**config.mk**
```make
export PLATFORM = sky130hd
export DESIGN_NAME = mc_controller
export DESIGN_NICKNAME = d
export VERILOG_FILES = /design/src/rtl/mc_controller.sv
export SDC_FILE = /design/constraint.sdc
export NUM_CORES = 1
export LEC_CHECK = 0
export ABC_AREA = 1
export CELL_PAD_IN_SITES_DETAIL_PLACEMENT = 2
export CELL_PAD_IN_SITES_GLOBAL_PLACEMENT = 2
export CORE_MARGIN = 2
export CORE_UTILIZATION = 31
export CTS_CLUSTER_DIAMETER = 50
export CTS_CLUSTER_SIZE = 20
export DETAILED_ROUTE_END_ITERATION = 8
export DONT_BUFFER_PORTS = 1
export PLACE_DENSITY = 0.9
export SLEW_MARGIN = 20
export SYNTH_ARGS = -nofsm -noshare
export SYNTH_HDL_FRONTEND = slang
export SYNTH_SLANG_ARGS = --single-unit
```
**constraint.sdc**
```tcl
create_clock -name clk -period 2.6 [get_ports clk]
set_clock_uncertainty 0.1 [all_clocks]
set_input_delay 0.52 -clock clk [delete_from_list [all_inputs] [get_ports clk]]
set_output_delay 0.52 -clock clk [all_outputs]
set_load 0.05 [all_outputs]
```
**src/rtl/mc_controller.sv**
```systemverilog
// Multi-cycle controller for a small MIPS subset: decodes opcode/funct and
// sequences FETCH/DECODE/EXEC/MEM/WB, driving datapath selects and strobes.
module mc_controller (
  input  logic       clk,
  input  logic       reset,
  input  logic [5:0] opcode,
  input  logic [5:0] funct,
  input  logic       ALUzero,
  output logic       IR_WE,
  output logic       PC_WE,
  output logic [1:0] WACtrl,
  output logic [1:0] WDCtrl,
  output logic [1:0] ALUCtrl,
  output logic       ALUBCtrl,
  output logic       EXTCtrl,
  output logic       DM_WE,
  output logic       DM_RE,
  output logic       GRFWE,
  output logic [1:0] JumpCtrl,
  output logic [2:0] state
);

  typedef enum logic [2:0] {
    S_FETCH  = 3'd0,
    S_DECODE = 3'd1,
    S_EXEC   = 3'd2,
    S_MEM    = 3'd3,
    S_WB     = 3'd4
  } state_t;

  typedef enum logic [3:0] {
    I_ADDU = 4'd0,
    I_SUBU = 4'd1,
    I_JR   = 4'd2,
    I_ORI  = 4'd3,
    I_LW   = 4'd4,
    I_SW   = 4'd5,
    I_BEQ  = 4'd6,
    I_LUI  = 4'd7,
    I_JAL  = 4'd8,
    I_ILL  = 4'd9
  } instr_t;

  state_t     state_r;
  state_t     next_s;
  instr_t     instr_s;
  logic [1:0] alu_op_s;
  logic       alu_b_s;
  logic       ext_s;
  logic       ir_we_s;
  logic       pc_we_s;
  logic       dm_we_s;
  logic       dm_re_s;
  logic       grfwe_s;

  // Instruction decode; anything not in the supported set becomes I_ILL.
  always_comb begin
    instr_s = I_ILL;
    case (opcode)
      6'b000000: begin
        case (funct)
          6'b100001: instr_s = I_ADDU;
          6'b100011: instr_s = I_SUBU;
          6'b001000: instr_s = I_JR;
          default:   instr_s = I_ILL;
        endcase
      end
      6'b001101: instr_s = I_ORI;
      6'b100011: instr_s = I_LW;
      6'b101011: instr_s = I_SW;
      6'b000100: instr_s = I_BEQ;
      6'b001111: instr_s = I_LUI;
      6'b000011: instr_s = I_JAL;
      default:   instr_s = I_ILL;
    endcase
  end

  // Per-instruction ALU setup, applied from EXEC until the instruction ends.
  always_comb begin
    alu_op_s = 2'b00;
    alu_b_s  = 1'b0;
    ext_s    = 1'b0;
    case (instr_s)
      I_ADDU: begin alu_op_s = 2'b00; alu_b_s = 1'b0; ext_s = 1'b0; end
      I_SUBU: begin alu_op_s = 2'b01; alu_b_s = 1'b0; ext_s = 1'b0; end
      I_ORI:  begin alu_op_s = 2'b10; alu_b_s = 1'b1; ext_s = 1'b0; end
      I_LUI:  begin alu_op_s = 2'b11; alu_b_s = 1'b1; ext_s = 1'b0; end
      I_LW,
      I_SW:   begin alu_op_s = 2'b00; alu_b_s = 1'b1; ext_s = 1'b1; end
      I_BEQ:  begin alu_op_s = 2'b01; alu_b_s = 1'b0; ext_s = 1'b1; end
      default: begin alu_op_s = 2'b00; alu_b_s = 1'b0; ext_s = 1'b0; end
    endcase
  end

  // Next-state and output decode; each instruction pulses PC_WE in its last cycle.
  always_comb begin
    next_s   = S_FETCH;
    ir_we_s  = 1'b0;
    pc_we_s  = 1'b0;
    dm_we_s  = 1'b0;
    dm_re_s  = 1'b0;
    grfwe_s  = 1'b0;
    WACtrl   = 2'b00;
    WDCtrl   = 2'b00;
    ALUCtrl  = 2'b00;
    ALUBCtrl = 1'b0;
    EXTCtrl  = 1'b0;
    JumpCtrl = 2'b00;
    case (state_r)
      S_FETCH: begin
        ir_we_s = 1'b1;
        next_s  = S_DECODE;
      end
      S_DECODE: begin
        case (instr_s)
          I_JR: begin
            pc_we_s  = 1'b1;
            JumpCtrl = 2'b11;
            next_s   = S_FETCH;
          end
          I_ILL: begin
            pc_we_s = 1'b1;
            next_s  = S_FETCH;
          end
          I_JAL:   next_s = S_WB;
          default: next_s = S_EXEC;
        endcase
      end
      S_EXEC: begin
        ALUCtrl  = alu_op_s;
        ALUBCtrl = alu_b_s;
        EXTCtrl  = ext_s;
        case (instr_s)
          I_BEQ: begin
            pc_we_s  = 1'b1;
            JumpCtrl = ALUzero ? 2'b01 : 2'b00;
            next_s   = S_FETCH;
          end
          I_LW, I_SW:                   next_s = S_MEM;
          I_ADDU, I_SUBU, I_ORI, I_LUI: next_s = S_WB;
          default:                      next_s = S_FETCH;
        endcase
      end
      S_MEM: begin
        ALUCtrl  = alu_op_s;
        ALUBCtrl = alu_b_s;
        EXTCtrl  = ext_s;
        case (instr_s)
          I_LW: begin
            dm_re_s = 1'b1;
            next_s  = S_WB;
          end
          I_SW: begin
            dm_we_s = 1'b1;
            pc_we_s = 1'b1;
            next_s  = S_FETCH;
          end
          default: next_s = S_FETCH;
        endcase
      end
      S_WB: begin
        ALUCtrl  = alu_op_s;
        ALUBCtrl = alu_b_s;
        EXTCtrl  = ext_s;
        next_s   = S_FETCH;
        case (instr_s)
          I_ADDU, I_SUBU: begin
            grfwe_s = 1'b1;
            pc_we_s = 1'b1;
            WACtrl  = 2'b01;
          end
          I_ORI, I_LUI: begin
            grfwe_s = 1'b1;
            pc_we_s = 1'b1;
          end
          I_LW: begin
            grfwe_s = 1'b1;
            pc_we_s = 1'b1;
            WDCtrl  = 2'b01;
          end
          I_JAL: begin
            grfwe_s  = 1'b1;
            pc_we_s  = 1'b1;
            WACtrl   = 2'b10;
            WDCtrl   = 2'b10;
            JumpCtrl = 2'b10;
          end
          default: grfwe_s = 1'b0;
        endcase
      end
      default: next_s = S_FETCH;
    endcase
  end

  // State register with synchronous active-low reset.
  always_ff @(posedge clk) begin
    if (!reset) begin
      state_r <= S_FETCH;
    end else begin
      state_r <= next_s;
    end
  end

  // Strobes are gated by reset so an aborted instruction cannot write anything.
  assign IR_WE = ir_we_s & reset;
  assign PC_WE = pc_we_s & reset;
  assign DM_WE = dm_we_s & reset;
  assign DM_RE = dm_re_s & reset;
  assign GRFWE = grfwe_s & reset;
  assign state = state_r;

endmodule

```
======== After elaboration in Yosys (flattened, before gate mapping) ========
Cells that the tools add are included.
word-level totals
  register bits ........................... 3
  input port bits ......................... 15
  output and inout bits ................... 18
  word-level logic and storage cells ...... 71
operators by class
  equal/unequal tests ..................... 22
  mux-type cells .......................... 31
  bitwise gates (word level) .............. 5
  reduce and logical (&&, ||, !) cells .... 12
operators by type and width
  cell                  count
  $pmux W4 S7           1
  $eq A6 B6 Y1 const B  4
  $eq A6 B4 Y1 const B  3
  $eq A4 B3 Y1 const B  4
  $mux W1               15
  $pmux W2 S3           2
  $pmux W3 S2           2
  $pmux W3 S4           1
  $pmux W4 S3           1
  $mux W2               5
  $eq A4 B2 Y1 const B  2
  $eq A4 B4 Y1 const B  2
  $pmux W2 S2           2
  $reduce_or A2 Y1      4
  $reduce_or A4 Y1      2
  $eq A3 B2 Y1 const B  2
  $eq A6 B2 Y1 const B  1
  $eq A6 B3 Y1 const B  1
  $logic_not A6 Y1      1
  $reduce_or A3 Y1      2
  $reduce_or A6 Y1      1
  $and A1 B1 Y1         5
  $eq A4 B1 Y1 const B  1
  $logic_not A4 Y1      1
  5 further kinds       5

======== Longest topological paths before layout ========
Gate-level depths: netlist (run 1).
  word-level depth ........................ 8
  mapped depth ............................ 14
  mapped depth without buffers ............ 14

======== Least setup slack after synthesis (run 1) ========
Ideal clock, no wire load.
  path kind ............................... input -> output
  start point ............................. in opcode[5]
  end point ............................... out WDCtrl[0]
  data arrival time ....................... 2.625 ns
  required time ........................... 1.980 ns
  slack ................................... -0.645 ns
  stages .................................. 7
  path buffers ............................ 0
  path through ............................ nor2_4 -> nand3_2 -> inv_1 -> nor2_2 -> nand2_4 -> nand3_2 -> nor4_1
on the way
  longest elaborated chain between the ends .. 5
  elaborated cells between the ends (all ways) .. 12
  those cells by class .................... 8 x eq/ne; 3 x mux; 1 x reduce/logical
RTL lines
  item                                                 RTL line  text
  start, declared                                      6         input logic [5:0] opcode,
  $eq A6 B2 Y1 (tied with other cells)                 59        case (opcode)
  $pmux W4 S7 *                                        59
  $eq A4 B4 Y1 / $eq A4 B3 Y1 (equally long branches)  166       case (instr_s)
  $pmux W2 S2 *                                        166
  $mux W2 *                                            109       case (state_r)
  end, declared                                        12        output logic [1:0] WDCtrl,
Mark *: on every way between the ends. The rest lies on a longest branch, timed or not.

======== Worst setup path in the final report (run 1) ========
  start point ............................. reg state_r[1], in the netlist state[1]
  end point ............................... out PC_WE
on the way
  longest elaborated chain between the ends .. 3
  elaborated cells between the ends (all ways) .. 6
  those cells by class .................... 4 x eq/ne; 1 x mux; 1 x bitwise
RTL lines
  item                                  RTL line  text
  start, declared                       44        state_t state_r;
  start signal, assigned                200       state_r <= next_s;
  $eq A3 B3 Y1 (tied with other cells)  109
  $pmux W1 S4 *                         109
  $and A1 B1 Y1 *                       206       assign PC_WE = pc_we_s & reset;
  end, declared                         10        output logic PC_WE,
Marks and branches as above.

==> results of run 1 <==
[cell usage in the layout (no fill, tap or decap), types with 4 or more instances in the layout]
cell,synthesis,routed
nand2_1,24,24
inv_1,25,22
nor2_1,23,22
buf_4,0,17
nand3_1,12,11
nor2_2,8,7
nand3_2,9,7
inv_2,4,6
nor2_4,3,5
nand2_2,4,4
[power groups by stage]
stage / registers, mW / logic (mW) / clock network, mW
floorplan: 0.0581 / 0.0607 / 0
global placement: 0.0510 / 0.0873 / 0
detailed placement: 0.0514 / 0.0944 / 0
CTS: 0.0507 / 0.0972 / 0.0878
global route: 0.0517 / 0.116 / 0.0927
finish: 0.0516 / 0.110 / 0.0851
[worst register-to-register path: stages (launching register included)]
cell	delay (ns)
dfxtp_1	0.43
inv_1	0.13
nor3_1	0.39
nand2_1	0.13
inv_1	0.12
nand3_1	0.10
o21ai_0	0.12
[kinds of logic (layout without fill, tap and decap cells)]
group,count (synthesis),in the layout,share of synthesized area (%)
AND/OR/NAND/NOR,93,93,70.9
buffers and inverters,29,52,14.7
AO/OA/AOI/OAI,9,9,6.25
flip-flops,3,3,8.11
[metrics by stage]
| step | power, mW | util (%) | cell area, sq um |
|---|---|---|---|
| 3_5_place_dp | 0.146 | 41.2 | 921 |
| 6_report | 0.246 | 45.9 | 1030 |
| 5_1_grt | 0.260 | 45.9 | 1030 |
| 4_1_cts | 0.236 | 43.3 | 967 |
| 2_1_floorplan | 0.119 | - | 753 |
| 3_3_place_gp | 0.138 | 41.2 | 921 |
[per-layer routing]
layer	GRT usage, %	up-vias	share of wire, %
met5	0	-	0
met4	7.69	0	4.0
met3	1.98	20	4.5
met2	45.0	48	52
met1	28.5	490	40
li1	-	470	-
[worst max path at each step]
stage	cells after the start	to	start	slack, ns
global route	11	PC_WE	state[1]	-0.23
finish	11	PC_WE	state[1]	-0.11
global placement	14	PC_WE	opcode[3]	0.18
floorplan	9	ALUCtrl[0]	opcode[5]	-0.07
detailed placement	12	PC_WE	funct[2]	-0.01
CTS	14	PC_WE	opcode[3]	0.01
[final cells by class]
type	instances	share of cell area (%)
flip-flops and latches	3	5.85
well taps	28	3.41
repair buffers	19	16.3
inverters	29	11.0
multi-input cells	102	60.9
clock buffers	4	2.56
[repair_timing]
item,in CTS,in global routing
pin swaps,1,3
setup buffers,1,2
gates resized for setup,2,8
endpoints found under the setup margin,1,4
hold endpoints to repair,0,0
==> metrics.txt, run 1 <==
Syn Area/Cell=5.53 sq um; Initial DRC Count=17; total gr overflow=0; Die Y-Extent=52.9 microns; syn_nets=149; power share of the combinational group=44.5%; final worst path period need=2.71 ns; Slew headroom=68.9%; Area Growth Syn to Fin=38.5%; Setup WS post-layout=-0.106 ns; Num CTS Buffers=3; area of the multi-input gates=624 sq um; first-pass GRT wire length=4830 microns; cts hold-fix bufs=0; I/O Buffers=0; Clock Latency Late Sink=0.24 ns; Worst Setup End Kind=primary output; P_leak=0.516 nW; DRT Wirelength=3810 microns; Max Slew Vio Count=0; largest net degree at the start of global routing=8; vias post-DR=1028; Worst Path Arrival=2.09 ns; Post-synth ARST share=0%; ys flop type=dfxtp_1; cells along the critical path=inv_1 -> nor3_1 -> nand2_1 -> inv_1 -> nand3_2 -> nand2_1 -> inv_1 -> nand3_1 -> nand2_1 -> inv_2 -> buf_12; Hold Path Stages=4; most numerous cell in the Yosys netlist=inv_1; Post-route DRC=0; unrepaired setup endpoints after global routing=yes; top-area cell type share of the netlist area=12.7%; top cells by count, synth=inv_1, nand2_1, nor2_1; chip width=52.9 microns; maximum clock frequency=370 MHz; Seq pwr share=20.9%; Post-Layout Cell Count=185; switching pwr=0.108 mW; NumNets Final=173; Largest stage delay, worst path=0.43 ns; WP buf/inv=5; reg-to-reg endpoint=state[1]; Synth Cell Area=741 sq um; startpoint types=flip-flop; Max VDD drop=292 uV; dpl hpwl=2520 microns; Reg area=60.1 sq um; Routed wire per std cell=20.6 microns; Crit path required time=1.98 ns; gr usage total=24.1%; WS Path Type=flip-flop to primary output; post-synth cell types=18; Hold WC Path Type=primary input to flip-flop; Cell Pwr Density=240 nW/um^2; drt via density=5.56; EDFF count, synth=0; initial core utilization=33.2%; placed cell count=178; largest area contributor in the netlist=inv_1; CTS tree=built; GP Congestion=0.834; Top Family by Delay on Critical Path=simple AND/OR/NAND/NOR gates; r2r startpoint=state[1]; layout cells sized above 1=38.9%; clk sinks=3; CTS Buffer Depth=2; Die ar.=2800 sq um; IO Pins=33; setup TNS=-0.106 ns; Mapped Cells=134; violated checks=negative setup slack; crit path max fanout=4; register area share after synthesis=8.11%; hold_sp=reset; post-synthesis register bit count=3; Hold EP=state[2]; Area contributors post-synth=inv_1, nand3_2, nand2_1; Final ANT Viol Nets=0; max FFs per register=3; Row Count=17; vias in the first global route=1029; clock power share=34.5%; Worst Hold Slack=0.622 ns; CTS H-Tree Depth=1; Pint=0.139 mW; fillers=283; core region area=2230 sq um; final hold violation count=0; r2r setup slk=0.98 ns; drt pass-1 iters=4; Root Buffer=clkbuf_4; Sw Ratio=43.7%; Max-Cap Viols=0; initial antenna violation count=0; pre-CTS setup slack=-0.0129 ns; Tightest Pin Transition=0.464 ns; Critical-path top delay cell=dfxtp_1; clock-pin slew on the worst setup and hold paths=0.04 ns; antenna cells=0; Final period util=104%; final setup vio count=1; status=finished, violations left; synth warn=0; Reg2Reg Depth=6
Note: power is estimated with default switching activity, not from simulation.
==> inputs of run 2 (changes only) <==
Settings changed: ABC_AREA 1 to not set, CORE_UTILIZATION 31 to 33, PLACE_DENSITY 0.9 to 0.89.
==> run 2 against run 1 <==
The run now fails in detailed placement (3_5_place_dp); synthesized cell count fell by 27%; synthesized area fell by 9.0%.
==> metrics.txt, run 2 <==
Row Count=16 (-1); Synth Cell Area=674 sq um (-9.0%); synth warn=0 (unchanged); post-synthesis register bit count=3 (unchanged); register area share after synthesis=8.91% (+0.80 points); Stop stage=detailed placement (3_5_place_dp); Post-synth ARST share=0% (unchanged); Mapped Cells=98 (-27%); I/O Buffers=0 (unchanged); most numerous cell in the Yosys netlist=nor2_1; post-synth cell types=45 (+27); dpl hpwl=2890 microns (+15%); GP Congestion=0.882 (+5.7%); initial core utilization=34.7% (+1.6 points); ys flop type=dfxtp_1; status=did not finish; Die Y-Extent=49.2 microns (-6.9%); Area contributors post-synth=dfxtp_1, nor2_1, nand2_1; Syn Area/Cell=6.88 sq um (+24%); chip width=49.2 microns (-6.9%); EDFF count, synth=0 (unchanged); largest area contributor in the netlist=dfxtp_1; top cells by count, synth=nor2_1, nand2_1, inv_1; error msg=[ERROR DPL-0033] detailed placement checks failed during check placement.; top-area cell type share of the netlist area=8.91% (-3.8 points); syn_nets=113 (-24%); IO Pins=33 (unchanged)
[run 2: per-stage QoR]
step	setup TNS [ns]	worst slack, ns
after global placement	-0.0561	-0.0561
after floorplan	-0.866	-0.245
[run 2: logic make-up after synthesis]
group	count (synthesis)	synth area share (%)
AND/OR/NAND/NOR	54	46.9
AO/OA/AOI/OAI	28	34.3
buffers and inverters	12	8.53
flip-flops	3	8.91
XOR/XNOR	1	1.30
==> inputs of run 3 (changes only) <==
Settings changed: CELL_PAD_IN_SITES_DETAIL_PLACEMENT 2 to not set, CELL_PAD_IN_SITES_GLOBAL_PLACEMENT 2 to not set, CORE_AREA set to 2 2 63 65, CORE_MARGIN 2 to not set, CORE_UTILIZATION 33 to not set, CTS_CLUSTER_DIAMETER 50 to not set, CTS_CLUSTER_SIZE 20 to not set, DIE_AREA set to 0 0 65 67, PLACE_DENSITY 0.89 to not set, PLACE_DENSITY_LB_ADDON set to 0.15.
==> run 3 against run 2 <==
The flow now finishes, with violations (negative setup slack); synthesized area stayed put; synthesized cell count stayed put.
==> metrics.txt, run 3 <==
Max-Cap Viols=0; status=finished, violations left; commonest non-fill, non-tap cell in the layout=buf_4; drt via density=4.97; Pint=0.188 mW; IO Pins=33 (unchanged); Tightest Pin Transition=0.599 ns; Setup WS post-layout=-0.118 ns; largest net degree at the start of global routing=11; setup TNS=-0.138 ns; Worst Setup End Kind=primary output; final hold violation count=0; Critical-path top delay cell=a2111o_1; final design utilization=33.4%; Root Buffer=clkbuf_8; power share of the combinational group=31.8%; GP Congestion=0.782 (-11%); post-synthesis register bit count=3 (unchanged); r2r startpoint=state[1]; hold_sp=reset; Clock Latency Late Sink=0.21 ns; first-pass GRT wire length=4170 microns; Reg area=60.1 sq um; Slew headroom=59.5%; Reg2Reg Depth=6; Initial DRC Count=28; CTS tree=built; synth warn=0 (unchanged); I/O Buffers=0 (unchanged); r2r setup slk=1.12 ns; Design Power=0.273 mW; Num CTS Buffers=3; clock power share=49.7%; Final ANT Viol Nets=0; Die ar.=4360 sq um; vias in the first global route=904; final setup vio count=2; Crit path required time=1.98 ns; post-synth cell types=45 (unchanged); largest area contributor in the netlist=dfxtp_1; antenna cells=0; most numerous cell in the Yosys netlist=nor2_1; cells along the critical path=nor4_4 -> o211ai_1 -> a2111o_1 -> a21o_1 -> a41oi_4 -> buf_12; cts hold-fix bufs=0; clock-pin slew on the worst setup and hold paths=0.03 ns; register area share after synthesis=8.91% (unchanged); Hold WC Path Type=primary input to flip-flop; initial antenna violation count=0; startpoint types=primary input; top cells by count, synth=nor2_1, nand2_1, inv_1; initial core utilization=18.7% (-16 points); area of the multi-input gates=676 sq um; Post-synth ARST share=0% (unchanged); Top Family by Delay on Critical Path=compound AO/OA/AOI/OAI gates; Mapped Cells=98 (unchanged); ys flop type=dfxtp_1; core region area=3610 sq um; violated checks=negative setup slack; fillers=390; unrepaired setup endpoints after global routing=yes; NumNets Final=144; Synth Cell Area=674 sq um (unchanged); Final period util=105%; Syn Area/Cell=6.88 sq um (unchanged); total gr overflow=0; vias post-DR=874; Sw Ratio=31.2%; Seq pwr share=18.5%; WS Path Type=primary input to primary output; layout cells sized above 1=46.9%; EDFF count, synth=0 (unchanged); Hold EP=state[2]; post-route cell area=1200 sq um; Largest stage delay, worst path=0.46 ns; syn_nets=113 (unchanged); crit path max fanout=9; top-area cell type share of the netlist area=8.91% (unchanged); gr usage total=12.3%; maximum clock frequency=368 MHz; P_leak=0.378 nW; Post-Layout Cell Count=176; dpl hpwl=2090 microns (-28%); Post-route DRC=0; Hold Path Stages=2; max FFs per register=3; Area Growth Syn to Fin=78.5%; Placed Instance Area=1110 sq um; Die Y-Extent=67 microns (+36%); Worst Path Arrival=2.10 ns; most frequent cells in the layout=buf_4, nor2_1, nand2_1, buf_12, inv_1; CTS Buffer Depth=2; reg-to-reg endpoint=state[1]; WP buf/inv=1; switching pwr=0.0852 mW; clk sinks=3; Routed wire per std cell=14.4 microns; pre-CTS setup slack=-0.115 ns; chip width=65 microns (+32%); DRT Wirelength=2530 microns; Max Slew Vio Count=0; final worst path period need=2.72 ns; Cell Pwr Density=227 nW/um^2; Worst Hold Slack=0.448 ns; CTS H-Tree Depth=1; drt pass-1 iters=4; Row Count=22 (+6); Max VDD drop=80.6 uV; placed cell count=169; Area contributors post-synth=dfxtp_1, nor2_1, nand2_1
-- run 3: power by group through the flow --
stage	clock network (mW)	registers, mW	logic [mW]
after floorplan	0	0.0567	0.0641
after global placement	0	0.0510	0.0832
after detailed placement	0	0.0510	0.0840
after CTS	0.141	0.0505	0.0851
after global routing	0.143	0.0512	0.0942
final	0.136	0.0505	0.0869
-- run 3: final cells by class --
type | count | area share, %
clock buffer | 4 | 3.74
inverter | 6 | 1.87
multi-input combinational | 83 | 56.1
sequential | 3 | 4.99
tap | 48 | 4.99
timing repair buffer | 32 | 28.3
-- run 3: cells by family after synthesis --
logic type	Yosys count	synth area share (%)
AO/OA/AOI/OAI	28	34.3
flip-flops	3	8.91
XOR/XNOR	1	1.30
AND/OR/NAND/NOR	54	46.9
buffers and inverters	12	8.53
-- run 3: repair_timing --
| action | 4_1_cts | 5_1_grt |
|---|---|---|
| endpoints found under the setup margin | 3 | 6 |
| pin swaps | 1 | 7 |
| resized for setup | 1 | 3 |
| setup buffers | 0 | 3 |
| hold endpoints to repair | 0 | 0 |
-- run 3: worst max-delay path by stage --
stage                           to  slack, ns      start  depth (start not counted)
after detailed placement     PC_WE      -0.11  opcode[2]                          6
final                        PC_WE      -0.12  opcode[4]                          6
after global routing         PC_WE      -0.18  opcode[4]                          6
after floorplan           ALUBCtrl      -0.25   state[1]                          4
after CTS                    PC_WE      -0.12  opcode[2]                          6
after global placement       PC_WE      -0.08  opcode[2]                          6
-- run 3: metal layers --
metal / vias up / track usage, % / wire length [microns]
li1: 439 / - / -
met1: 406 / 15.2 / 1160
met2: 27 / 20.6 / 1190
met3: 2 / 2.70 / 163
met4: 0 / 4.79 / 11
met5: - / 0 / 0
